## config.mk

```make
export PLATFORM = sky130hd
export DESIGN_NAME = sync_fifo
export DESIGN_NICKNAME = d
export VERILOG_FILES = /design/src/rtl/sync_fifo_pkg.sv /design/src/rtl/sync_fifo_mem.sv /design/src/rtl/sync_fifo.sv
export SDC_FILE = /design/constraint.sdc
export NUM_CORES = 1
export LEC_CHECK = 0
export CELL_PAD_IN_SITES_DETAIL_PLACEMENT = 0
export CELL_PAD_IN_SITES_GLOBAL_PLACEMENT = 1
export CORE_ASPECT_RATIO = 1.25
export CORE_UTILIZATION = 48
export CTS_CLUSTER_DIAMETER = 150
export CTS_CLUSTER_SIZE = 8
export DETAILED_ROUTE_END_ITERATION = 10
export PLACE_DENSITY = 0.8
export SYNTH_ARGS = -nofsm -noshare
export SYNTH_HDL_FRONTEND = slang
export SYNTH_SLANG_ARGS = --single-unit
```

## constraint.sdc

```tcl
create_clock -name clk -period 4.35 [get_ports clk]
set_clock_uncertainty 0.1 [all_clocks]
set_input_delay 0.87 -clock clk [delete_from_list [all_inputs] [get_ports clk]]
set_output_delay 0.87 -clock clk [all_outputs]
set_load 0.03 [all_outputs]
```

## src/rtl/sync_fifo_pkg.sv

```systemverilog
// Shared definitions for the synchronous FIFO: default geometry and the
// per-cycle operation encoding used to advance the pointers.
package sync_fifo_pkg;

  localparam int DEF_FIFO_DEPTH = 8;
  localparam int DEF_DATA_WIDTH = 32;

  // What the FIFO does on a given clock edge once Full/Empty gating is applied.
  typedef enum logic [1:0] {
    OP_IDLE = 2'b00,
    OP_WR   = 2'b01,
    OP_RD   = 2'b10,
    OP_RW   = 2'b11
  } fifo_op_e;

  // Fold the accepted-write and accepted-read strobes into one operation code.
  function automatic fifo_op_e decode_op(input logic wr_acc, input logic rd_acc);
    fifo_op_e op;
    op = fifo_op_e'({rd_acc, wr_acc});
    return op;
  endfunction

endpackage : sync_fifo_pkg

```

## src/rtl/sync_fifo_mem.sv

```systemverilog
// Simple dual-port register array: synchronous write port, registered read
// port. The read register is the FIFO's data_out and resets to zero; the
// storage array itself is never cleared.
module sync_fifo_mem #(
  parameter int DEPTH      = 8,
  parameter int DATA_WIDTH = 32,
  parameter int ADDR_W     = 3
) (
  input  logic                  clk,
  input  logic                  rst_n,
  input  logic                  i_wr_en,
  input  logic [ADDR_W-1:0]     i_wr_addr,
  input  logic [DATA_WIDTH-1:0] i_wr_data,
  input  logic                  i_rd_en,
  input  logic [ADDR_W-1:0]     i_rd_addr,
  output logic [DATA_WIDTH-1:0] o_rd_data
);

  logic [DATA_WIDTH-1:0] r_mem [DEPTH];
  logic [DATA_WIDTH-1:0] r_rd_data;

  // Storage write: only accepted writes touch the array.
  always_ff @(posedge clk) begin
    if (i_wr_en) begin
      r_mem[i_wr_addr] <= i_wr_data;
    end
  end

  // Registered read: update only on an accepted read, otherwise hold.
  always_ff @(posedge clk or negedge rst_n) begin
    if (!rst_n) begin
      r_rd_data <= '0;
    end else if (i_rd_en) begin
      r_rd_data <= r_mem[i_rd_addr];
    end
  end

  assign o_rd_data = r_rd_data;

endmodule : sync_fifo_mem

```

## src/rtl/sync_fifo.sv

```systemverilog
// Single-clock FIFO with chip-select-gated write and read ports.
//
// Port semantics: a write is accepted on a rising edge when cs & wr_en & !Full,
// a read when cs & rd_en & !Empty. Requests that are not accepted are dropped
// silently with no state change. Read data appears on data_out one edge after
// the accepting edge and holds until the next accepted read.
//
// Pointers carry one extra wrap bit so that Full and Empty can be told apart
// when the address fields are equal.
module sync_fifo
  import sync_fifo_pkg::*;
#(
  parameter int FIFO_DEPTH = DEF_FIFO_DEPTH,
  parameter int DATA_WIDTH = DEF_DATA_WIDTH
) (
  input  logic                  clk,
  input  logic                  rst_n,
  input  logic                  cs,
  input  logic                  wr_en,
  input  logic                  rd_en,
  input  logic [DATA_WIDTH-1:0] data_in,
  output logic [DATA_WIDTH-1:0] data_out,
  output logic                  Full,
  output logic                  Empty
);

  localparam int ADDR_W = $clog2(FIFO_DEPTH);
  localparam logic [ADDR_W:0] PTR_ONE = {{ADDR_W{1'b0}}, 1'b1};

  logic [ADDR_W:0]       r_wr_ptr;
  logic [ADDR_W:0]       r_rd_ptr;
  logic                  w_full;
  logic                  w_empty;
  logic                  w_wr_acc;
  logic                  w_rd_acc;
  fifo_op_e              w_op;
  logic [DATA_WIDTH-1:0] w_rd_data;

  // Flags come straight from the registered pointers.
  assign w_empty = (r_wr_ptr == r_rd_ptr);
  assign w_full  = (r_wr_ptr[ADDR_W-1:0] == r_rd_ptr[ADDR_W-1:0]) &&
                   (r_wr_ptr[ADDR_W] != r_rd_ptr[ADDR_W]);

  // Gating by Full/Empty resolves the simultaneous cases: on Empty only the
  // write can land, on Full only the read can.
  assign w_wr_acc = cs & wr_en & ~w_full;
  assign w_rd_acc = cs & rd_en & ~w_empty;
  assign w_op     = decode_op(w_wr_acc, w_rd_acc);

  // Pointer advance; wrap modulo 2*FIFO_DEPTH falls out of the natural width.
  always_ff @(posedge clk or negedge rst_n) begin
    if (!rst_n) begin
      r_wr_ptr <= '0;
      r_rd_ptr <= '0;
    end else begin
      case (w_op)
        OP_WR: r_wr_ptr <= r_wr_ptr + PTR_ONE;
        OP_RD: r_rd_ptr <= r_rd_ptr + PTR_ONE;
        OP_RW: begin
          r_wr_ptr <= r_wr_ptr + PTR_ONE;
          r_rd_ptr <= r_rd_ptr + PTR_ONE;
        end
        default: begin
          r_wr_ptr <= r_wr_ptr;
          r_rd_ptr <= r_rd_ptr;
        end
      endcase
    end
  end

  sync_fifo_mem #(
    .DEPTH      (FIFO_DEPTH),
    .DATA_WIDTH (DATA_WIDTH),
    .ADDR_W     (ADDR_W)
  ) u_mem (
    .clk       (clk),
    .rst_n     (rst_n),
    .i_wr_en   (w_wr_acc),
    .i_wr_addr (r_wr_ptr[ADDR_W-1:0]),
    .i_wr_data (data_in),
    .i_rd_en   (w_rd_acc),
    .i_rd_addr (r_rd_ptr[ADDR_W-1:0]),
    .o_rd_data (w_rd_data)
  );

  assign data_out = w_rd_data;
  assign Full     = w_full;
  assign Empty    = w_empty;

endmodule : sync_fifo

```

==> impl_metrics.py <==
metrics = {
    "grt": {
        "grt_remaining_overflow": 0,
        "grt_pass1_wl_um": 32700,
        "grt_pass1_vias": 5849,
        "antenna_found_initial": 0,
        "grt_max_degree": 68,
        "grt_usage_pct": 18.3,
    },
    "setup_path": {
        "cp.required_ns": 3.38,
        "critPathKind": "register to output pin",
        "cp.arrival_ns": 2.54,
        "cp_max_fo": 29,
        "end_kind": "output pin",
        "start_kind": "register",
    },
    "sta": {
        "setup_viol": 0,
        "finalHoldViolations": 0,
        "setup_tns_ns": 0,
        "final_max_slew_viol_count": 0,
        "relSlewSlack_pct": 31.2,
        "worstMarginPinSlew_ns": 1.03,
        "fmax_ghz": 0.285,
        "finalCriticalPeriod_ns": 3.51,
        "rsz0062_at_grt": "false",
        "period_share_pct": 80.6,
    },
    "die": {
        "die_w_um": 139,
        "core_sq_um": 23000,
        "die_area_sq_um": 24000,
        "die_h_um": 173,
        "pin_count": 71,
        "start_util_pct": 48.9,
        "rows": 62,
    },
    "hold_path": {
        "hp-class": "register to register",
    },
    "detailed_routing": {
        "detail_route.first_pass.iterations": 9,
        "totalWireLength_um": 20700,
        "ant_nets": 0,
        "drc_errors": 5,
        "vias_per_cell": 5.55,
        "drtIter0Drc": 418,
        "avgRoutedWirePerCell_um": 21.9,
        "routed-via-count": 5232,
    },
    "clock_network": {
        "postCtsSetupBuffers": 0,
        "cts_tree": "yes",
        "cts.clk_slew.worst_paths_ns": 0.05,
        "htreeDepth": 2,
        "cts_hold_buf": 0,
        "cts_num_sinks": 296,
        "cts_root_buf": "clkbuf_16",
        "ctsLongestPathBuffers": 3,
        "post_cts_resized": 0,
        "clock_latency_ns": 0.51,
        "cts_made_buffers": 42,
    },
    "logic_synthesis": {
        "ys_seq_area_share_pct": 77.4,
        "yosys_most_used_dff": "edfxtp_1",
        "syn-cell-area_sq_um": 11200,
        "yosys.area.top_type": "edfxtp_1",
        "synth.distinct_cells": 23,
        "synth_edf_count": 256,
        "synth_warnings": 0,
        "yosys-top-cells-area": "edfxtp_1 68%, mux4_2 13%, dfrtp_1 8.9%",
        "avgSynthCellArea_sq_um": 21.4,
        "syn_nets": 564,
        "synth-seq-cells": 296,
        "synthArstFlopShare_pct": 13.5,
        "syn_inst": 525,
        "synth_top_cell_area_share_pct": 68.5,
    },
    "final_layout": {
        "drive_gt1_share_pct": 21.3,
        "final_common_cell": "edfxtp_1",
        "post-route-util_pct": 58.8,
        "layout_common_cells": "256 x edfxtp_1, 69 x clkdlybuf4s50_1, 64 x mux4_2",
        "area_delta_synth_final_pct": 20.2,
        "nNetsFinal": 662,
        "antenna_cells": 0,
    },
    "run_status": {
        "outcome": "finished, violations left",
        "violations": "DRC",
    },
    "place": {
        "gp_congestion": 0.671,
        "place_hpwl_um": 11300,
        "io_buffers": 70,
    },
    "flow_run": {
        "max-cap-violations": 0,
    },
    "power_and_ir_drop": {
        "vdd_ir_drop_max_mv": 0.294,
        "p_leak_nw": 4.50,
        "power_density_nw_per_um2": 685,
    },
}
## cells by family (layout without fill, tap and decap cells)
group / count (synthesis) / count (layout) / share of synthesized area, %
XOR/XNOR: 12 / 12 / 1.14
flip-flops: 296 / 296 / 77.4
adder cells (fa/ha/maj): 2 / 2 / 0.223
multiplexers: 98 / 98 / 15.9
buffers and inverters: 30 / 159 / 1.69
AO/OA/AOI/OAI: 34 / 34 / 1.72
AND/OR/NAND/NOR: 53 / 53 / 1.93
## state kept, by name, summed over array words and instances (netlist names)
signal           cells
r_wr_ptr             4
u_mem.o_rd_data     32
r_rd_ptr             4
u_mem.r_mem        256
## cell usage after synthesis, types with 4 or more instances
master    instances
edfxtp_1        256
mux4_2           64
dfrtp_1          40
nor2_1           37
a21oi_1          32
mux2i_1          32
buf_2            16
buf_6             7
nand2_1           7
xnor2_1           5
nor3_1            4
xor2_1            4
## layout make-up
cell class	instances	area, sq um
Inverter	1	3.75
Clock buffer	75	1240
Sequential cell	296	8690
Timing Repair Buffer	83	793
Multi-Input combinational cell	199	2400
Fill cell	1613	9470
Tap cell	288	360
## power by group
group | switching [mW] | internal, mW | total [mW]
Combinational | 1.28 | 1.18 | 2.46
Clock | 1.09 | 1.90 | 2.99
Sequential | 0.308 | 3.49 | 3.80
Total | 2.68 | 6.57 | 9.25
## final timing paths
| path | slack (ns) | startpoint | cells after the start | endpoint |
|---|---|---|---|---|
| setup / recovery | 0.84 | r_rd_ptr[0] | 4 | Full |
| hold / removal | 0.42 | u_mem.o_rd_data[0] | 2 | u_mem.o_rd_data[0] |
| setup reg to reg | 1.41 | r_rd_ptr[2] | 5 | u_mem.r_mem[5][16] |
| hold reg to reg | 0.42 | u_mem.o_rd_data[0] | 2 | u_mem.o_rd_data[0] |
| max in group asynchronous | 2.96 | rst_n | 1 | r_rd_ptr[0] |
| min in group asynchronous | 0.44 | rst_n | 1 | u_mem.o_rd_data[1] |
## stage by stage
step	power, mW	instance area (sq um)	worst slack [ns]	hold WS (ns)	std cells
4_1_cts	9.38	13500	0.794	0.432	942
3_3_place_gp	6.29	12300	1.15	0.407	867
6_report	9.25	13500	0.844	0.422	942
2_1_floorplan	5.59	11200	0.228	0.401	525
5_1_grt	9.67	13500	0.704	0.447	942
3_5_place_dp	6.35	12300	1.09	0.417	867
## layer usage
layer  global-route usage, %  wire length, um
met4                    7.45              520
met3                    3.41              971
met1                    22.5             8150
met5                       0                0
met2                    32.1            11000
## worst max-delay path, stage by stage, from the launching register on
cell             delay [ns]
dfrtp_4                0.71
xnor2_2                0.34
nand2_1                0.12
nor3_1                 0.16
clkdlybuf4s50_1        0.70
Note: power is estimated with default switching activity, not from simulation.
